File: config.mk
export PLATFORM = sky130hd
export DESIGN_NAME = mem_arbiter
export DESIGN_NICKNAME = d
export VERILOG_FILES = /design/src/rtl/mips_defs.sv /design/src/rtl/mem_arbiter.sv
export SDC_FILE = /design/constraint.sdc
export NUM_CORES = 1
export LEC_CHECK = 0
export CAP_MARGIN = 25
export CORE_MARGIN = 4
export CORE_UTILIZATION = 42
export DETAILED_ROUTE_END_ITERATION = 10
export GPL_TIMING_DRIVEN = 0
export PLACE_DENSITY = 0.91
export SYNTH_ARGS = -nofsm -noshare
export SYNTH_HDL_FRONTEND = slang
export SYNTH_SLANG_ARGS = --single-unit
File: constraint.sdc
create_clock -name clk -period 2.3 [get_ports clk]
set_input_delay 0.46 -clock clk [delete_from_list [all_inputs] [get_ports clk]]
set_output_delay 0.46 -clock clk [all_outputs]
set_load 0.01 [all_outputs]
File: src/rtl/mips_defs.sv
// Shared definitions for the memory arbiter: data/address width, FSM state codes, request record.
// Latency: none (package, no logic).
// Backpressure: n/a; the round-robin pick helper is used only when MEM_ARBITER_RR_EN is defined.
package mips_defs;

    // Width of every data and address bus in the memory path
    localparam int XLEN = 32;

    // Arbiter FSM state encoding (2-bit)
    localparam logic [1:0] ST_IDLE  = 2'd0;
    localparam logic [1:0] ST_IBUSY = 2'd1;
    localparam logic [1:0] ST_DBUSY = 2'd2;

    // Request captured at grant time; the memory port is driven only from this record
    typedef struct packed {
        logic [XLEN-1:0] addr;
        logic            we;
        logic [XLEN-1:0] wdata;
    } mem_cmd_t;

    // Round-robin pick: 1 selects the data side. With both sides requesting,
    // the side that did not win last time gets the grant.
    function automatic logic rr_pick_data(input logic ireq, input logic dreq,
                                          input logic last_was_data);
        logic pick;
        if (ireq && dreq) begin
            pick = !last_was_data;
        end else begin
            pick = dreq;
        end
        return pick;
    endfunction

endpackage

File: src/rtl/mem_arbiter.sv
// Two-port (fetch/data) arbiter onto one memory port; IDLE/IBUSY/DBUSY FSM, fixed data-first priority or round-robin under MEM_ARBITER_RR_EN.
// Latency: request in cycle N -> mreq in N+1 -> earliest ack in N+1; one idle bubble after every ack.
// Backpressure: mreq held until mready; requesters hold req/operands until their one-cycle ack; requests are ignored while busy.
module mem_arbiter
    import mips_defs::*;
(
    input  logic            clk,
    input  logic            rst,
    // fetch port
    input  logic            ireq,
    input  logic [XLEN-1:0] iaddr,
    output logic [XLEN-1:0] irdata,
    output logic            iack,
    // data port
    input  logic            dreq,
    input  logic            dwe,
    input  logic [XLEN-1:0] daddr,
    input  logic [XLEN-1:0] dwdata,
    output logic [XLEN-1:0] drdata,
    output logic            dack,
    // memory port
    output logic            mreq,
    output logic            mwe,
    output logic [XLEN-1:0] maddr,
    output logic [XLEN-1:0] mwdata,
    input  logic [XLEN-1:0] mrdata,
    input  logic            mready
);

    logic [1:0]  state;
    mem_cmd_t    cmd;
    logic        grant_d;
    logic        grant_i;
    logic        in_idle;
    logic        done;

    assign in_idle = (state == ST_IDLE);

    // A busy state finishes when memory reports completion; reset wins over mready
    assign done = !in_idle && mready && !rst;

`ifdef MEM_ARBITER_RR_EN
    // Set when the most recent grant went to the data side
    logic last_d;

    // Round-robin grant decision, only meaningful while idle
    always_comb begin
        grant_d = 1'b0;
        grant_i = 1'b0;
        if (in_idle) begin
            grant_d = rr_pick_data(ireq, dreq, last_d);
            grant_i = ireq && !grant_d;
        end
    end

    // Remember who won so a simultaneous request next time goes to the other side
    always_ff @(posedge clk) begin
        if (rst) begin
            last_d <= 1'b1;
        end else if (grant_d) begin
            last_d <= 1'b1;
        end else if (grant_i) begin
            last_d <= 1'b0;
        end
    end
`else
    // Fixed-priority grant decision: data beats fetch
    always_comb begin
        grant_d = 1'b0;
        grant_i = 1'b0;
        if (in_idle) begin
            grant_d = dreq;
            grant_i = ireq && !dreq;
        end
    end
`endif

    // FSM: idle -> busy on grant, busy -> idle on completion, reset abandons any access
    always_ff @(posedge clk) begin
        if (rst) begin
            state <= ST_IDLE;
        end else begin
            case (state)
                ST_IDLE: begin
                    if (grant_d) begin
                        state <= ST_DBUSY;
                    end else if (grant_i) begin
                        state <= ST_IBUSY;
                    end
                end
                ST_IBUSY,
                ST_DBUSY: begin
                    if (mready) begin
                        state <= ST_IDLE;
                    end
                end
                default: state <= ST_IDLE;
            endcase
        end
    end

    // Capture the winning request so later operand changes cannot disturb the access
    always_ff @(posedge clk) begin
        if (rst) begin
            cmd <= '0;
        end else if (grant_d) begin
            cmd.addr  <= daddr;
            cmd.we    <= dwe;
            cmd.wdata <= dwdata;
        end else if (grant_i) begin
            cmd.addr  <= iaddr;
            cmd.we    <= 1'b0;
            cmd.wdata <= '0;
        end
    end

    // Load read data on the ack edge; a data write leaves drdata untouched
    always_ff @(posedge clk) begin
        if (rst) begin
            irdata <= '0;
            drdata <= '0;
        end else if (done) begin
            if (state == ST_IBUSY) begin
                irdata <= mrdata;
            end else if (state == ST_DBUSY && !cmd.we) begin
                drdata <= mrdata;
            end
        end
    end

    assign mreq   = !in_idle;
    assign maddr  = cmd.addr;
    assign mwe    = cmd.we;
    assign mwdata = cmd.wdata;

    assign iack = done && (state == ST_IBUSY);
    assign dack = done && (state == ST_DBUSY);

endmodule

==> results of run 1 <==
## routing by layer
metal / vias up / global-route usage [%]
met5: - / 0
met1: 2601 / 26.5
li1: 2649 / -
met4: 0 / 10.5
met2: 219 / 41.1
met3: 41 / 9.56
## kinds of logic after synthesis
group	share of synthesized area, %
adder cells (fa/ha/maj)	0.698
AND/OR/NAND/NOR	17.0
flip-flops	48.8
buffers and inverters	6.82
AO/OA/AOI/OAI	26.7
## power groups by stage
stage / logic [mW] / registers (mW) / clock network [mW]
2_1_floorplan: 0.518 / 2.58 / 0
3_3_place_gp: 1.21 / 2.52 / 0
3_5_place_dp: 1.23 / 2.53 / 0
4_1_cts: 1.25 / 2.48 / 3.21
5_1_grt: 1.34 / 2.49 / 3.31
6_report: 1.25 / 2.48 / 3.17
## final cells by class
cell class | count | area [µm²]
fillers | 910 | 3620
flip-flops and latches | 131 | 2620
repair buffers | 263 | 2620
multi-input cells | 402 | 2400
clock buffers | 21 | 480
plain buffers | 58 | 353
clock inverters | 11 | 221
well taps | 172 | 215
inverters | 5 | 23.8
## repair_timing
action,4_1_cts,5_1_grt
resized for setup,12,4
setup buffers,1,0
endpoints found under the hold margin,0,0
setup endpoints to repair,3,2
cloned,0,0
pin swaps,2,0
## cell usage in the layout, fill, tap and decap left out, drive strengths merged
cell / Yosys / layout
a211oi: 33 / 33
a21o: 1 / 1
a21oi: 34 / 34
a22oi: 33 / 33
and2: 1 / 1
and4bb: 1 / 1
buf: 39 / 40
bufinv: 0 / 6
clkbuf: 20 / 42
clkdlybuf4s50: 0 / 259
clkinv: 1 / 3
clkinvlp: 0 / 2
dfxtp: 131 / 131
dlymetal6s2s: 0 / 1
ha: 3 / 3
inv: 4 / 5
nand2: 34 / 34
nand2b: 35 / 35
nand3: 32 / 32
nand4bb: 1 / 1
nor2: 95 / 95
o21a: 1 / 1
o21ai: 65 / 65
o22ai: 3 / 3
o2bb2ai: 29 / 29
or2: 1 / 1
## metrics by stage
stage	std cells	power, mW	setup slack (ps)	hold WS, ps	TNS, ps
global placement	1031	3.73	-268	450	-477
detailed placement	1031	3.76	-286	456	-503
floorplan	597	3.10	681	486	0
global route	1063	7.14	9.03	484	0
CTS	1063	6.94	34.7	473	0
finish	1063	6.90	91.4	466	0
## sequential cells by signal (all words and copies together), names as in the netlist
register  count
irdata       32
state         2
maddr        32
drdata       32
mwe           1
mwdata       32
## worst max-delay path, delay by kind of cell (launching register included)
kind	cells	cell delay, ps
buf+inv	4	520
flops	1	340
simple gates	1	280
fa+ha+maj	1	190
## path summary, 6_finish.rpt
check,slack [ps],cells past startpoint,start,to
hold reg to reg,470,2,irdata[26],irdata[26]
hold / removal,470,2,irdata[26],irdata[26]
setup / recovery,90,6,state[1],iack
setup reg to reg,570,7,state[1],drdata[13]
==> results.py, run 1 <==
metrics = {
    "worst_setup_path": {
        "critical_path_class": "register to output pin",
        "critPathSlowestCell": "dfxtp_1",
        "crit_fanout": 10,
        "required_ps": 1840,
        "cpPeakStageDelay_ps": 340,
        "worstPathArrival_ps": 1750,
        "cp-start-kind": "register",
        "end_kind": "output pin",
        "path_cells": "inv_1 -> ha_4 -> and4bb_1 -> buf_6 -> buf_8 -> buf_2",
    },
    "global_routing": {
        "grt-ovfl-total": 0,
        "track_usage_pct": 24.1,
        "grt_pass1_wl_um": 28000,
        "grt_max_degree": 20,
        "grt_pass1_vias": 5551,
        "antenna_found_initial": 0,
    },
    "power": {
        "switchingPower_mw": 1.68,
        "switching_share_pct": 24.3,
        "p_per_area_nw_per_um2": 771,
        "pwr-share-clk_pct": 46.0,
        "comb_power_share_pct": 18.1,
        "power_leakage_nw": 3.24,
        "vdd.ir_drop.worst_mv": 0.508,
        "p_int_mw": 5.22,
        "seq_power_share_pct": 35.9,
    },
    "yosys": {
        "synth.distinct_cells": 29,
        "syn_nets": 734,
        "synth_edf_count": 0,
        "yosysSeqAreaShare_pct": 48.8,
        "yosysTopAreaCell": "dfxtp_1",
        "netlist_area_um2": 5380,
        "synth-seq-cells": 131,
        "synthCells": 597,
        "syn_avg_cell_area_um2": 9.01,
        "ys.flop_type": "dfxtp_1",
        "synth_area_leaders": "dfxtp_1 (49%), a211oi_2 (6.7%), nor2_1 (6.6%)",
        "synth_commonest_cells": "dfxtp_1 (131), nor2_1 (95), o21ai_0 (62), nand2b_1 (35)",
        "yosysMostFrequentCell": "dfxtp_1",
        "ys_async_sr_fraction_pct": 0,
        "yosys_warnings": 0,
        "synth_top_area_share_pct": 48.8,
    },
    "cts": {
        "htree_levels": 4,
        "cts-buffers-inserted": 17,
        "cts_tree": "done",
        "cts_num_sinks": 131,
        "cts.path.max_buffers": 2,
        "postCtsHoldBufs": 0,
        "worstSkewPairLatency_ps": 410,
        "cts-root-buf": "clkbuf_16",
        "clkTransAtPathRegs_ps": 60,
    },
    "die": {
        "die_h_um": 121,
        "die_area_um2": 14700,
        "core-area_um2": 12600,
        "start_util_pct": 42.8,
        "pin_count": 266,
        "die_x_um": 121,
        "rows": 41,
    },
    "sta": {
        "worst_pin_slew_ps": 544,
        "finalHoldViolCount": 0,
        "setup_viol": 0,
        "rsz0062_at_grt": "false",
        "min_period_ps": 2210,
        "period_share_pct": 96.0,
        "slew_headroom_pct": 63.7,
        "maxSlewViolCount": 0,
        "clock_skew_ps": 9.76,
        "fmax_ghz": 0.453,
    },
    "drt": {
        "wl_met1_um": 7100,
        "drt_iter0_drc": 237,
        "met3_length_um": 1710,
        "dr.max_layer_used": "met4",
        "ant_nets": 0,
        "vias": 5510,
        "drc_errors": 0,
        "firstDrtPassIters": 6,
        "wirelength_um": 18300,
        "vias_per_cell": 5.18,
        "wl_met2_um": 8900,
        "routedWlPerCell_um": 17.2,
    },
    "cells_and_area": {
        "layout.nets": 1015,
        "finalInstanceArea_um2": 8940,
        "antennaDiodeCount": 0,
        "final_core_util_pct": 71.2,
        "drive_above_1_share_pct": 12.3,
        "syn_to_final_growth_pct": 66.3,
    },
    "placed_design": {
        "hpwl_um": 13600,
        "port_buffers": 262,
        "place_area_um2": 8220,
        "gp_congestion": 0.769,
    },
    "hold_path": {
        "min_path_type": "register to register",
    },
    "status": {
        "status": "finished clean",
    },
    "job": {
        "max-cap-violations": 0,
    },
}
(Power assumes the default switching activity.)
==> run 2, diff against run 1 <==
- CORE_MARGIN: 4 -> 2
- CTS_CLUSTER_DIAMETER: default -> 50
==> run 2 against run 1 <==
Combinational power is essentially flat. First-iteration DRC count grew 41%. Clock power shrank 9.8%. Core utilization shrank 0.46 points. Worst setup slack lost 17 ps. Fmax shrank 0.77%. Register-to-register slack lost 60 ps. Sequential power is essentially flat. Final area shrank 0.64%. Routed wire length shrank 2.8%. Non-clock buffer count grew 2. Via count grew 0.60%.
==> results.py, run 2 (same netlist as run 1, synthesis figures left out) <==
metrics = {
    "status": {
        "status": "finished clean",
    },
    "cts": {
        "cts-root-buf": "clkbuf_16",
        "cts.path.max_buffers": 2,
        "cts-buffers-inserted": 17,
        "postCtsHoldBufs": 0,
        "worstSkewPairLatency_ps": 420,
        "cts_tree": "done",
        "clkTransAtPathRegs_ps": 50,
        "cts_num_sinks": 131,
        "htree_levels": 4,
    },
    "placed_design": {
        "gp_congestion": 0.788,
        "dp.cells": 1031,
        "hpwl_um": 13100,
        "port_buffers": 262,
        "place_area_um2": 8220,
    },
    "worst_setup_path": {
        "crit_fanout": 19,
        "r2r_start": "state[0]",
        "crit_top_cell": "inv_1",
        "path_cells": "inv_1 -> ha_4 -> buf_6 -> inv_1 -> clkdlybuf4s50_1",
        "cpPeakStageDelay_ps": 530,
        "cp.depth": 5,
        "rr_endpoint": "irdata[5]",
        "crit_end": "mreq",
        "required_ps": 1840,
        "critical_path_class": "register to output pin",
        "worstPathArrival_ps": 1770,
        "critPathSlowestCell": "clkdlybuf4s50_1",
        "reg2reg_slack_ps": 510,
        "r2r.worst_path.cells": 7,
        "startpoint": "state[0]",
        "cp_top_family": "buffers and inverters",
        "end_kind": "output pin",
        "cp-start-kind": "register",
        "crit_buf_inv": 4,
    },
    "global_routing": {
        "grt_max_degree": 20,
        "antenna_found_initial": 0,
        "track_usage_pct": 25.2,
        "grt_pass1_wl_um": 26500,
        "grt-ovfl-total": 0,
        "grt_pass1_vias": 5320,
    },
    "die": {
        "rows": 41,
        "die_area_um2": 13700,
        "pin_count": 266,
        "die_h_um": 117,
        "die_x_um": 117,
        "start_util_pct": 42.8,
        "core-area_um2": 12600,
    },
    "drt": {
        "drc_errors": 0,
        "vias": 5543,
        "wirelength_um": 17800,
        "routedWlPerCell_um": 16.7,
        "firstDrtPassIters": 5,
        "vias_per_cell": 5.20,
        "drt_iter0_drc": 335,
        "ant_nets": 0,
    },
    "power": {
        "switching_share_pct": 24.9,
        "p_int_mw": 4.94,
        "seq_power_share_pct": 37.7,
        "pwr-share-clk_pct": 43.5,
        "power_leakage_nw": 3.21,
        "vdd.ir_drop.worst_mv": 0.562,
        "switchingPower_mw": 1.64,
        "p_per_area_nw_per_um2": 740,
        "comb_power_share_pct": 18.8,
    },
    "cells_and_area": {
        "layout.nets": 1017,
        "antennaDiodeCount": 0,
        "drive_above_1_share_pct": 12.3,
        "finalInstanceArea_um2": 8890,
        "syn_to_final_growth_pct": 65.2,
        "stdcell_count": 1065,
        "final_common_cell": "clkdlybuf4s50_1",
        "final_cell_mix": "clkdlybuf4s50_1 (260), dfxtp_1 (129), nor2_1 (95)",
        "nFillCells": 947,
    },
    "sta": {
        "maxSlewViolCount": 0,
        "clock_skew_ps": 9.99,
        "setup_viol": 0,
        "rsz0062_at_grt": "false",
        "period_share_pct": 96.8,
        "slew_headroom_pct": 67.1,
        "fmax_ghz": 0.449,
        "min_period_ps": 2230,
        "worst_pin_slew_ps": 493,
        "finalHoldViolCount": 0,
    },
    "hold_path": {
        "min_path_type": "register to register",
    },
    "job": {
        "max-cap-violations": 0,
    },
}
-- run 2: changes by cell type in the layout (fill, tap and decap cells not counted), sizes merged --
cell,before,now
dlygate4sd2,0,1
clkdlybuf4s15,0,1
bufinv,6,3
clkbuf,42,45
clkdlybuf4s50,259,260
inv,5,4
buf,40,41
dlymetal6s2s,1,0
-- run 2: power groups by stage --
| stage | sequential (mW) | combinational (mW) | clock, mW |
|---|---|---|---|
| after global placement | 2.52 | 1.21 | 0 |
| after global routing | 2.49 | 1.34 | 3.01 |
| after CTS | 2.48 | 1.24 | 2.89 |
| after floorplan | 2.58 | 0.518 | 0 |
| final | 2.48 | 1.24 | 2.86 |
| after detailed placement | 2.53 | 1.23 | 0 |
-- run 2: layout make-up --
cell class,instances,area (µm²),area share (%)
plain buffers,57,334,3.76
clock buffers,25,515,5.80
multi-input cells,402,2400,27.0
inverters,5,23.8,0.268
repair buffers,266,2650,29.9
flip-flops and latches,131,2630,29.5
clock inverters,7,119,1.34
well taps,172,215,2.42
-- run 2: worst min path at each step --
stage	start	end	slack [ps]	depth (start not counted)
detailed placement	irdata[26]	irdata[26]	460	2
CTS	irdata[26]	irdata[26]	470	2
global placement	irdata[30]	irdata[30]	450	2
global route	drdata[30]	drdata[30]	490	2
floorplan	irdata[30]	irdata[30]	490	2
finish	irdata[30]	irdata[30]	470	2
-- run 2: repair_timing --
| item | CTS | global route |
|---|---|---|
| endpoints found under the setup margin | 3 | 3 |
| buffers inserted | 3 | 1 |
| pin swaps | 2 | 1 |
| resized for setup | 8 | 3 |
-- run 2: worst register-to-register path, delay by kind of cell, from the launching register on --
family,cells,cell delay [ps]
AOI/OAI and AO/OA,1,180
DFF,1,340
and+or+nand+nor,1,310
buffers and inverters,4,640
adders and majority gates,1,180
-- run 2: metal layers --
metal / share of wire (%) / GRT usage, % / wire length (µm)
met5: 0 / 0 / 0
met1: 41 / 29.3 / 7220
met2: 49 / 42.6 / 8750
met3: 7.8 / 7.78 / 1390
met4: 2.3 / 11.5 / 414
-- run 2: stage by stage --
step	worst slack [ps]	TNS (ps)	hold slack, ps	power [mW]	util [%]
after floorplan	681	0	486	3.10	-
after global placement	-306	-516	454	3.72	65.4
after detailed placement	-306	-527	460	3.75	65.4
after CTS	6.32	0	471	6.61	70.6
after global routing	1.51	0	494	6.84	70.7
final	74.3	0	474	6.58	70.7
==> run 3, diff against run 2 <==
- ABC_CLOCK_PERIOD_IN_PS: default -> 2300
==> results of run 3 <==
The final DEF is identical to that of run 2; final timing and power are the same.
